**src/rtl/pipe_pkg.sv**
```systemverilog
// Shared pipeline definitions: EX/MEM and MEM/WB bus widths, field positions,
// the memory-stage FSM states and the MEM/WB packing helper.
package pipe_pkg;

    localparam int EXMEM_W = 133;
    localparam int MEMWB_W = 71;

    // EX/MEM bus field positions
    localparam int EX_ZERO      = 0;
    localparam int EX_REGWRITE  = 1;
    localparam int EX_MEMTOREG  = 2;
    localparam int EX_MEMWRITE  = 3;
    localparam int EX_BRANCHEQ  = 4;
    localparam int EX_JUMP      = 5;
    localparam int EX_WREG_LSB  = 6;
    localparam int EX_WREG_MSB  = 10;
    localparam int EX_ALU_LSB   = 11;
    localparam int EX_ALU_MSB   = 42;
    localparam int EX_WDATA_LSB = 43;
    localparam int EX_WDATA_MSB = 74;
    localparam int EX_PCBR_LSB  = 75;
    localparam int EX_PCBR_MSB  = 106;
    localparam int EX_PCJ_LSB   = 107;
    localparam int EX_PCJ_MSB   = 132;

    // MEM/WB bus field positions
    localparam int WB_REGWRITE  = 0;
    localparam int WB_MEMTOREG  = 1;
    localparam int WB_WREG_LSB  = 2;
    localparam int WB_WREG_MSB  = 6;
    localparam int WB_ALU_LSB   = 7;
    localparam int WB_ALU_MSB   = 38;
    localparam int WB_RDATA_LSB = 39;
    localparam int WB_RDATA_MSB = 70;

    typedef enum logic {
        IDLE = 1'b0,
        WAIT = 1'b1
    } mem_state_e;

    function automatic logic [MEMWB_W-1:0] pack_memwb(
        input logic        reg_write,
        input logic        mem_to_reg,
        input logic [4:0]  write_reg,
        input logic [31:0] alu_out,
        input logic [31:0] read_data
    );
        logic [MEMWB_W-1:0] bus;
        bus                             = {MEMWB_W{1'b0}};
        bus[WB_REGWRITE]                = reg_write;
        bus[WB_MEMTOREG]                = mem_to_reg;
        bus[WB_WREG_MSB:WB_WREG_LSB]    = write_reg;
        bus[WB_ALU_MSB:WB_ALU_LSB]      = alu_out;
        bus[WB_RDATA_MSB:WB_RDATA_LSB]  = read_data;
        return bus;
    endfunction

endpackage

```
**src/rtl/mem_timeout_ctr.sv**
```systemverilog
// Counts WAIT cycles without a memory acknowledge and flags the last allowed one.
module mem_timeout_ctr #(
    parameter int TIMEOUT = 64
) (
    input  logic clk_i,
    input  logic clr_i,
    input  logic clear_i,
    input  logic en_i,
    output logic expire_o
);

    localparam int            CW   = (TIMEOUT > 1) ? $clog2(TIMEOUT) : 1;
    localparam logic [CW-1:0] LAST = CW'(TIMEOUT - 1);

    logic [CW-1:0] cnt_q;
    logic [CW-1:0] cnt_d;
    logic          expire_s;

    assign expire_s = en_i & (cnt_q == LAST);
    assign expire_o = expire_s;

    // Next count: clear on WAIT entry, hold once the limit is hit
    always_comb begin
        cnt_d = cnt_q;
        if (clear_i) begin
            cnt_d = {CW{1'b0}};
        end else if (en_i && !expire_s) begin
            cnt_d = cnt_q + CW'(1);
        end else begin
            cnt_d = cnt_q;
        end
    end

    // Counter register with synchronous reset
    always_ff @(posedge clk_i) begin
        if (clr_i) begin
            cnt_q <= {CW{1'b0}};
        end else begin
            cnt_q <= cnt_d;
        end
    end

endmodule

```
**src/rtl/mem_access_unit.sv**
```systemverilog
// Memory stage: unpacks EX/MEM, runs loads/stores over a req/ack data port,
// stalls upstream while an access is outstanding and registers MEM/WB.
module mem_access_unit
    import pipe_pkg::*;
#(
    parameter int TIMEOUT = 64
) (
    input  logic                clk,
    input  logic                clr,
    input  logic [EXMEM_W-1:0]  in,
    output logic                dmem_req,
    output logic                dmem_we,
    output logic [31:0]         dmem_addr,
    output logic [31:0]         dmem_wdata,
    input  logic                dmem_ack,
    input  logic [31:0]         dmem_rdata,
    output logic                stall,
    output logic                redirect,
    output logic [31:0]         redirect_pc,
    output logic                flushCtrl,
    output logic [MEMWB_W-1:0]  out,
    output logic                dmem_err
);

    logic        zero_s;
    logic        reg_write_s;
    logic        mem_to_reg_s;
    logic        mem_write_s;
    logic        branch_eq_s;
    logic        jump_s;
    logic [4:0]  write_reg_s;
    logic [31:0] alu_out_s;
    logic [31:0] write_data_s;
    logic [31:0] pc_branch_s;
    logic [25:0] pc_jump_s;

    assign zero_s       = in[EX_ZERO];
    assign reg_write_s  = in[EX_REGWRITE];
    assign mem_to_reg_s = in[EX_MEMTOREG];
    assign mem_write_s  = in[EX_MEMWRITE];
    assign branch_eq_s  = in[EX_BRANCHEQ];
    assign jump_s       = in[EX_JUMP];
    assign write_reg_s  = in[EX_WREG_MSB:EX_WREG_LSB];
    assign alu_out_s    = in[EX_ALU_MSB:EX_ALU_LSB];
    assign write_data_s = in[EX_WDATA_MSB:EX_WDATA_LSB];
    assign pc_branch_s  = in[EX_PCBR_MSB:EX_PCBR_LSB];
    assign pc_jump_s    = in[EX_PCJ_MSB:EX_PCJ_LSB];

    mem_state_e         state_q;
    mem_state_e         state_d;
    logic               dmem_req_q;
    logic               dmem_req_d;
    logic               dmem_we_q;
    logic               dmem_we_d;
    logic               dmem_err_q;
    logic               dmem_err_d;
    logic [MEMWB_W-1:0] out_q;
    logic [MEMWB_W-1:0] out_d;

    logic        memop_s;
    logic        load_s;
    logic        retire_s;
    logic        expire_s;
    logic        ctr_clear_s;
    logic        ctr_en_s;
    logic        wb_reg_write_s;
    logic [31:0] read_data_s;

    // A combined MemWrite+MemToReg behaves as a store that writes no register
    assign memop_s        = mem_write_s | mem_to_reg_s;
    assign load_s         = mem_to_reg_s & ~mem_write_s;
    assign wb_reg_write_s = reg_write_s & ~(mem_write_s & mem_to_reg_s);

    assign ctr_clear_s = (state_q == IDLE) & memop_s;
    assign ctr_en_s    = (state_q == WAIT) & ~dmem_ack;

    mem_timeout_ctr #(
        .TIMEOUT (TIMEOUT)
    ) u_timeout (
        .clk_i    (clk),
        .clr_i    (clr),
        .clear_i  (ctr_clear_s),
        .en_i     (ctr_en_s),
        .expire_o (expire_s)
    );

    // Stall decode: entry cycle of a memop, then every WAIT cycle until ack or expiry
    always_comb begin
        stall = 1'b0;
        case (state_q)
            IDLE:    stall = memop_s;
            WAIT:    stall = ~dmem_ack & ~expire_s;
            default: stall = 1'b0;
        endcase
    end

    assign retire_s    = ~stall;
    assign redirect    = retire_s & ((branch_eq_s & zero_s) | jump_s);
    assign flushCtrl   = redirect;
    assign redirect_pc = jump_s ? {pc_branch_s[31:28], pc_jump_s, 2'b00} : pc_branch_s;

    assign dmem_addr  = alu_out_s;
    assign dmem_wdata = write_data_s;
    assign dmem_req   = dmem_req_q;
    assign dmem_we    = dmem_we_q;
    assign dmem_err   = dmem_err_q;
    assign out        = out_q;

    // FSM next state, request controls, load data selection and retire bus
    always_comb begin
        state_d     = state_q;
        dmem_req_d  = dmem_req_q;
        dmem_we_d   = dmem_we_q;
        dmem_err_d  = dmem_err_q;
        read_data_s = 32'h0000_0000;
        case (state_q)
            IDLE: begin
                if (memop_s) begin
                    state_d    = WAIT;
                    dmem_req_d = 1'b1;
                    dmem_we_d  = mem_write_s;
                end else begin
                    state_d    = IDLE;
                    dmem_req_d = 1'b0;
                    dmem_we_d  = 1'b0;
                end
            end
            WAIT: begin
                if (dmem_ack) begin
                    state_d     = IDLE;
                    dmem_req_d  = 1'b0;
                    dmem_we_d   = 1'b0;
                    read_data_s = load_s ? dmem_rdata : 32'h0000_0000;
                end else if (expire_s) begin
                    state_d    = IDLE;
                    dmem_req_d = 1'b0;
                    dmem_we_d  = 1'b0;
                    dmem_err_d = 1'b1;
                end else begin
                    state_d = WAIT;
                end
            end
            default: begin
                state_d    = IDLE;
                dmem_req_d = 1'b0;
                dmem_we_d  = 1'b0;
            end
        endcase

        if (retire_s) begin
            out_d = pack_memwb(wb_reg_write_s, mem_to_reg_s, write_reg_s, alu_out_s, read_data_s);
        end else begin
            out_d = {MEMWB_W{1'b0}};
        end
    end

    // State and registered outputs; clr aborts any outstanding access
    always_ff @(posedge clk) begin
        if (clr) begin
            state_q    <= IDLE;
            dmem_req_q <= 1'b0;
            dmem_we_q  <= 1'b0;
            dmem_err_q <= 1'b0;
            out_q      <= {MEMWB_W{1'b0}};
        end else begin
            state_q    <= state_d;
            dmem_req_q <= dmem_req_d;
            dmem_we_q  <= dmem_we_d;
            dmem_err_q <= dmem_err_d;
            out_q      <= out_d;
        end
    end

endmodule

```
**config.mk**
```make
export PLATFORM = sky130hd
export DESIGN_NAME = mem_access_unit
export DESIGN_NICKNAME = d
export VERILOG_FILES = /design/src/rtl/pipe_pkg.sv /design/src/rtl/mem_timeout_ctr.sv /design/src/rtl/mem_access_unit.sv
export SDC_FILE = /design/constraint.sdc
export NUM_CORES = 1
export LEC_CHECK = 0
export BUFFER_PORTS_ARGS = -buffer_cell sky130_fd_sc_hd__buf_2
export CAP_MARGIN = 10
export CORE_AREA = 5 5 130 132
export DETAILED_ROUTE_END_ITERATION = 10
export DIE_AREA = 0 0 135 137
export GPL_TIMING_DRIVEN = 1
export HOLD_SLACK_MARGIN = 0.02
export PLACE_DENSITY_LB_ADDON = 0.3
export SLEW_MARGIN = 10
export SYNTH_ARGS = -nofsm -noshare
export SYNTH_HDL_FRONTEND = slang
export SYNTH_SLANG_ARGS = --single-unit
export TNS_END_PERCENT = 10
```
**constraint.sdc**
```tcl
create_clock -name clk -period 1.9 [get_ports clk]
set_input_delay 0.57 -clock clk [delete_from_list [all_inputs] [get_ports clk]]
set_output_delay 0.57 -clock clk [all_outputs]
set_load 0.01 [all_outputs]
```
Yosys cells after proc, flatten, opt, wreduce, memory -nomap -nowiden
Cells that the tools add are included.
Operators by class
  shift-type cells: 0
  $lt $le $gt $ge: 0
  divide/modulo/power cells: 0
  mux-type cells: 11
  bitwise gates (word level): 18
  reductions and logical operators: 6
  multipliers: 0
  eq/ne operators: 2
  add/subtract/negate cells: 1
Operator list (count)
  $mux W28: 1
  $and A1 B1 Y1: 9
  $pmux W1 S2: 4
  $not A1 Y1: 7
  $add A6 B1 Y6 const B: 1
  $eq A6 B6 Y1 const B: 1
  $mux W1: 6
  $reduce_or A5 Y1: 1
  $reduce_or A2 Y1: 2
  $ne A3 B2 Y1 const B: 1
  $reduce_and A3 Y1: 1
  $or A1 B1 Y1: 2
  $logic_and A1 B1 Y1: 1
  $logic_not A1 Y1: 1
Storage, ports and cells
  ROM bits: 0
  register bits: 81
  bits in writable memories: 0
  memories kept: 0
  bits in latches: 0
  output and inout bits: 173
  word-level logic and storage cells: 45
  input port bits: 168

Longest topological paths before layout
  word-level depth: 8
  depth in mapped cells: 7

Modules after synthesis
A second synthesis with hierarchy kept.
Unflattened totals
  cell total of the unflattened synthesis: 350
  area, all modules: 3762.4 um^2
By module, submodules not included
  mem_access_unit: cells each 317, area an instance 3457.1 um^2, sequential area each 1501.4 um^2, instances 1
  mem_timeout_ctr: cells each 33, area an instance 305.3 um^2, sequential area each 120.1 um^2, instances 1

Worst setup path before layout
No wires, ideal clock.
  kind: flip-flop to output port
  start point: reg u_timeout.cnt_q[0]
  end point: out redirect
  data required time: 1.330 ns
  path buffers: 2
  stages on the path, launching flop included: 8
  arrival: 1.656 ns
  slack: -0.326 ns
  path through: dfxtp_1 > ha_1 > nand3_2 > o21ai_4 > clkbuf_1 > nand2_1 > nor2_1 > buf_4
Between the ends
  word-level cells in the longest chain between the ends: 7
RTL lines
  start, declared: line mem_timeout_ctr.sv:15  | logic [CW-1:0] cnt_q;
  start signal, assigned: line mem_timeout_ctr.sv:37  | cnt_q <= {CW{1'b0}};
  start signal, assigned: line mem_timeout_ctr.sv:39  | cnt_q <= cnt_d;
  $eq A6 B6 Y1: line mem_timeout_ctr.sv:19  | assign expire_s = en_i & (cnt_q == LAST);
  $and A1 B1 Y1: line mem_timeout_ctr.sv:19
  $not A1 Y1: line mem_access_unit.sv:92  | WAIT: stall = ~dmem_ack & ~expire_s;
  $and A1 B1 Y1: line mem_access_unit.sv:92
  $pmux W1 S2: line mem_access_unit.sv:90  | case (state_q)
  named net stall: line mem_access_unit.sv:17  | output logic stall,
  $not A1 Y1: line mem_access_unit.sv:97  | assign retire_s = ~stall;
  $and A1 B1 Y1: line mem_access_unit.sv:98  | assign redirect = retire_s & ((branch_eq_s & zero_s) | jump_s);
  end, declared: line mem_access_unit.sv:18  | output logic redirect,
The timed path passes the listed nets, and every way through them passes these cells.

Worst setup path in the final report
  start point: reg u_timeout.cnt_q[1]
  end point: out flushCtrl
Between the ends
  word-level cells in the longest chain between the ends: 7
RTL lines
  $eq A6 B6 Y1: line mem_timeout_ctr.sv:19
  $and A1 B1 Y1: line mem_timeout_ctr.sv:19
  $not A1 Y1: line mem_access_unit.sv:92
  $and A1 B1 Y1: line mem_access_unit.sv:92
  $pmux W1 S2: line mem_access_unit.sv:90
  $not A1 Y1: line mem_access_unit.sv:97
  $and A1 B1 Y1: line mem_access_unit.sv:98
  end, declared: line mem_access_unit.sv:20  | output logic flushCtrl,
No other way between the ends.

==> metrics <==
CTS Buf Count 9; asr flop ratio synth 0; wire per inst roughly 16 um; min Tclk post-route between 1500 and 2000 ps; pins over their slew limit 0; top cells by count, synth dfxtp_1 (81), buf_4 (69), and3_1 (38); placer congestion estimate 0.744; Net Count, Synth approximately 480; actual slew at the worst max-slew pin 310 ps; largest net degree at the start of global routing 40; violated checks setup timing; total gr overflow 0; Routed WL 11,800 um; top-count cell post-synth dfxtp_1; R2R cell count 6; MaxCap Viol Count 0; clk_skew approximately 5.9 ps; DRT iter0 DRCs 57; Core ar. about 16,000 sq um; worst-skew pair later-pin latency around 330 ps; Final Net Count 689; RSZ-0062 raised after global routing yes; fmax 0.502 GHz; synth top area cells dfxtp_1 (50%), buf_4 (16%), mux2_2 (9.1%); die area roughly 18,000 sq um; Critical Path RT about 1300 ps; Overall Global Routing Usage 0.117; M2 GR Usage 0.229; fin crit share 1.05; post-route ant nets 0; die width around 140 um; Crit Reg-Reg Startpoint u_timeout.cnt_q[1]; Area Overhead vs Synth 49.6%; Post-Layout Inst Area 4810 sq um; Cell variety after synth 30; met3 usage 0.0283; Port Buf Inserts around 270; Synth area leader dfxtp_1; GR peak layer met2; Primary FF master, synth dfxtp_1; die height 137 um; initial antenna violation count 3; Mapped Area around 3200 sq um; global-route wire length before repair 16,500 um; boundary pin count around 340; worst hold path class in -> reg; status complete, but fails checks; vias in the first global route a little under 3,000; final core occ 0.309; crit-path max FO 2; share of cells above drive strength 1 0.646; Pwr Density approximately 800 nW/um^2; Residual DRC 0; worst setup margin -90.7 ps; Clock Pin Slew Worst Setup and Hold Paths 60 ps; Worst EP arrival between 1000 and 1500 ps; Synth top area share 0.504; average size of a mapped cell 10.5 sq um; synth warn 0; synthesized flop and latch total a little over 80; RR Endpoint u_timeout.cnt_q[5]; vias per std cell ~3.8; Post-synth EDFFs 0; register area share after synthesis 0.504; final setup fails 10; number of fillers in the final layout 1,687; LEAKAGE around 2.6 nW; Rows 46; Post-Place Cell Area 4440 sq um; final-report hold violation count 0; Critical Path Start Type register; Mapped Cells roughly 300; Post-DP HPWL around 10000 um; hold path cells 2; drt first pass iters 4; R2R Setup Slk about 380 ps; Max VDD drop ~0.37 mV; GR Layer Usage met1 0.110; maximum clock path buffer count 2; H-Tree Depth 3; Initial Utilization 0.206; crit path to flushCtrl; vias roughly 2,800; CTS tree yes; Antenna Cells 0; crit path from u_timeout.cnt_q[1]; crit path capture type output pin; relative slew slack 0.793; Setup CP Type reg -> out; clk sink count between 80 and 90; clk root buf clkbuf_16
-- power breakdown --
part           leakage (nW)  internal, mW  switching, mW  total, mW
clock                 0.135         0.922          0.672       1.59
sequential            0.660          1.75         0.0136       1.77
combinational          1.79         0.312          0.281      0.594
total                  2.59          2.99          0.967       3.95
-- state kept, by name, indices dropped and copies added, names as in the netlist --
| signal | cells |
|---|---|
| dmem_we | 1 |
| out | 71 |
| u_timeout.cnt_q | 6 |
| dmem_req | 1 |
| dmem_err | 1 |
| state_q | 1 |
-- per-layer routing --
layer | share of wire | wire, um
met4 | 0.041 | 482
met2 | 0.55 | 6530
met5 | 0.0011 | 13
met3 | 0.082 | 973
met1 | 0.32 | 3820
-- repair_timing --
| action | in CTS | in global routing |
|---|---|---|
| buffers inserted | 4 | 0 |
| resized for setup | 10 | 3 |
| endpoints found under the hold margin | 0 | 0 |
| setup endpoints to repair | 29 | 18 |
| hold buffers | 0 | 0 |
| pin swaps | 1 | 0 |
-- stage by stage --
stage / setup TNS [ps] / cells / power [mW] / hold slack, ps / setup slack (ps)
after global routing: -647 / 741 / 4.14 / 432 / -176
after floorplan: -17.1 / 307 / 2.16 / 466 / -17.1
final: -213 / 741 / 3.95 / 441 / -90.7
after detailed placement: -1030 / 721 / 2.39 / 465 / -192
after CTS: -288 / 741 / 4.03 / 425 / -134
after global placement: -836 / 721 / 2.38 / 446 / -214
-- worst max-delay path, stage by stage (launching register included) --
cell,delay (ps)
dfxtp_2,350
ha_4,150
nand3_4,80
o21ai_4,160
nand2_4,80
nor2_4,120
buf_6,130
-- logic make-up after synthesis --
family          after synthesis  synth area share
simple gates                100             0.186
buf+inv                      83             0.179
flops                        81             0.504
mux                          27            0.0941
compound gates               14            0.0307
xor+xnor                      1           0.00272
fa+ha+maj                     1           0.00389
-- cells in the final DEF (no fill, tap or decap), types with 2 or more instances in the layout --
master | netlist | final
clkinv_2 | 0 | 2
nor2_1 | 7 | 6
clkinvlp_4 | 0 | 2
nor2b_1 | 4 | 3
mux2_2 | 26 | 25
and3_1 | 38 | 38
or4_1 | 2 | 2
buf_4 | 69 | 14
dfxtp_2 | 0 | 2
buf_12 | 0 | 4
clkbuf_16 | 0 | 9
nand2_1 | 8 | 7
nand2b_1 | 2 | 2
buf_6 | 0 | 8
dfxtp_1 | 81 | 79
and2_1 | 32 | 32
a21oi_1 | 8 | 7
buf_2 | 3 | 259
-- how the worst min path moves through the flow --
stage                  startpoint            endpoint  slack, ps
2_1_floorplan  u_timeout.cnt_q[1]  u_timeout.cnt_q[1]        470
3_3_place_gp             dmem_req            dmem_req        450
3_5_place_dp             dmem_req            dmem_req        460
4_1_cts            dmem_rdata[25]             out[64]        420
5_1_grt             dmem_rdata[0]             out[39]        430
6_report           dmem_rdata[24]             out[63]        440
-- area by class of cell --
cell class,instances,area (sq um),share of cell area
Tap cell,216,270,0.0561
Clock buffer,10,239,0.0496
Multi-Input combinational cell,143,1070,0.221
Clock inverter,6,42.5,0.00884
Sequential cell,81,1620,0.337
Timing Repair Buffer,285,1570,0.326
Power figures use the tool's default switching activity.
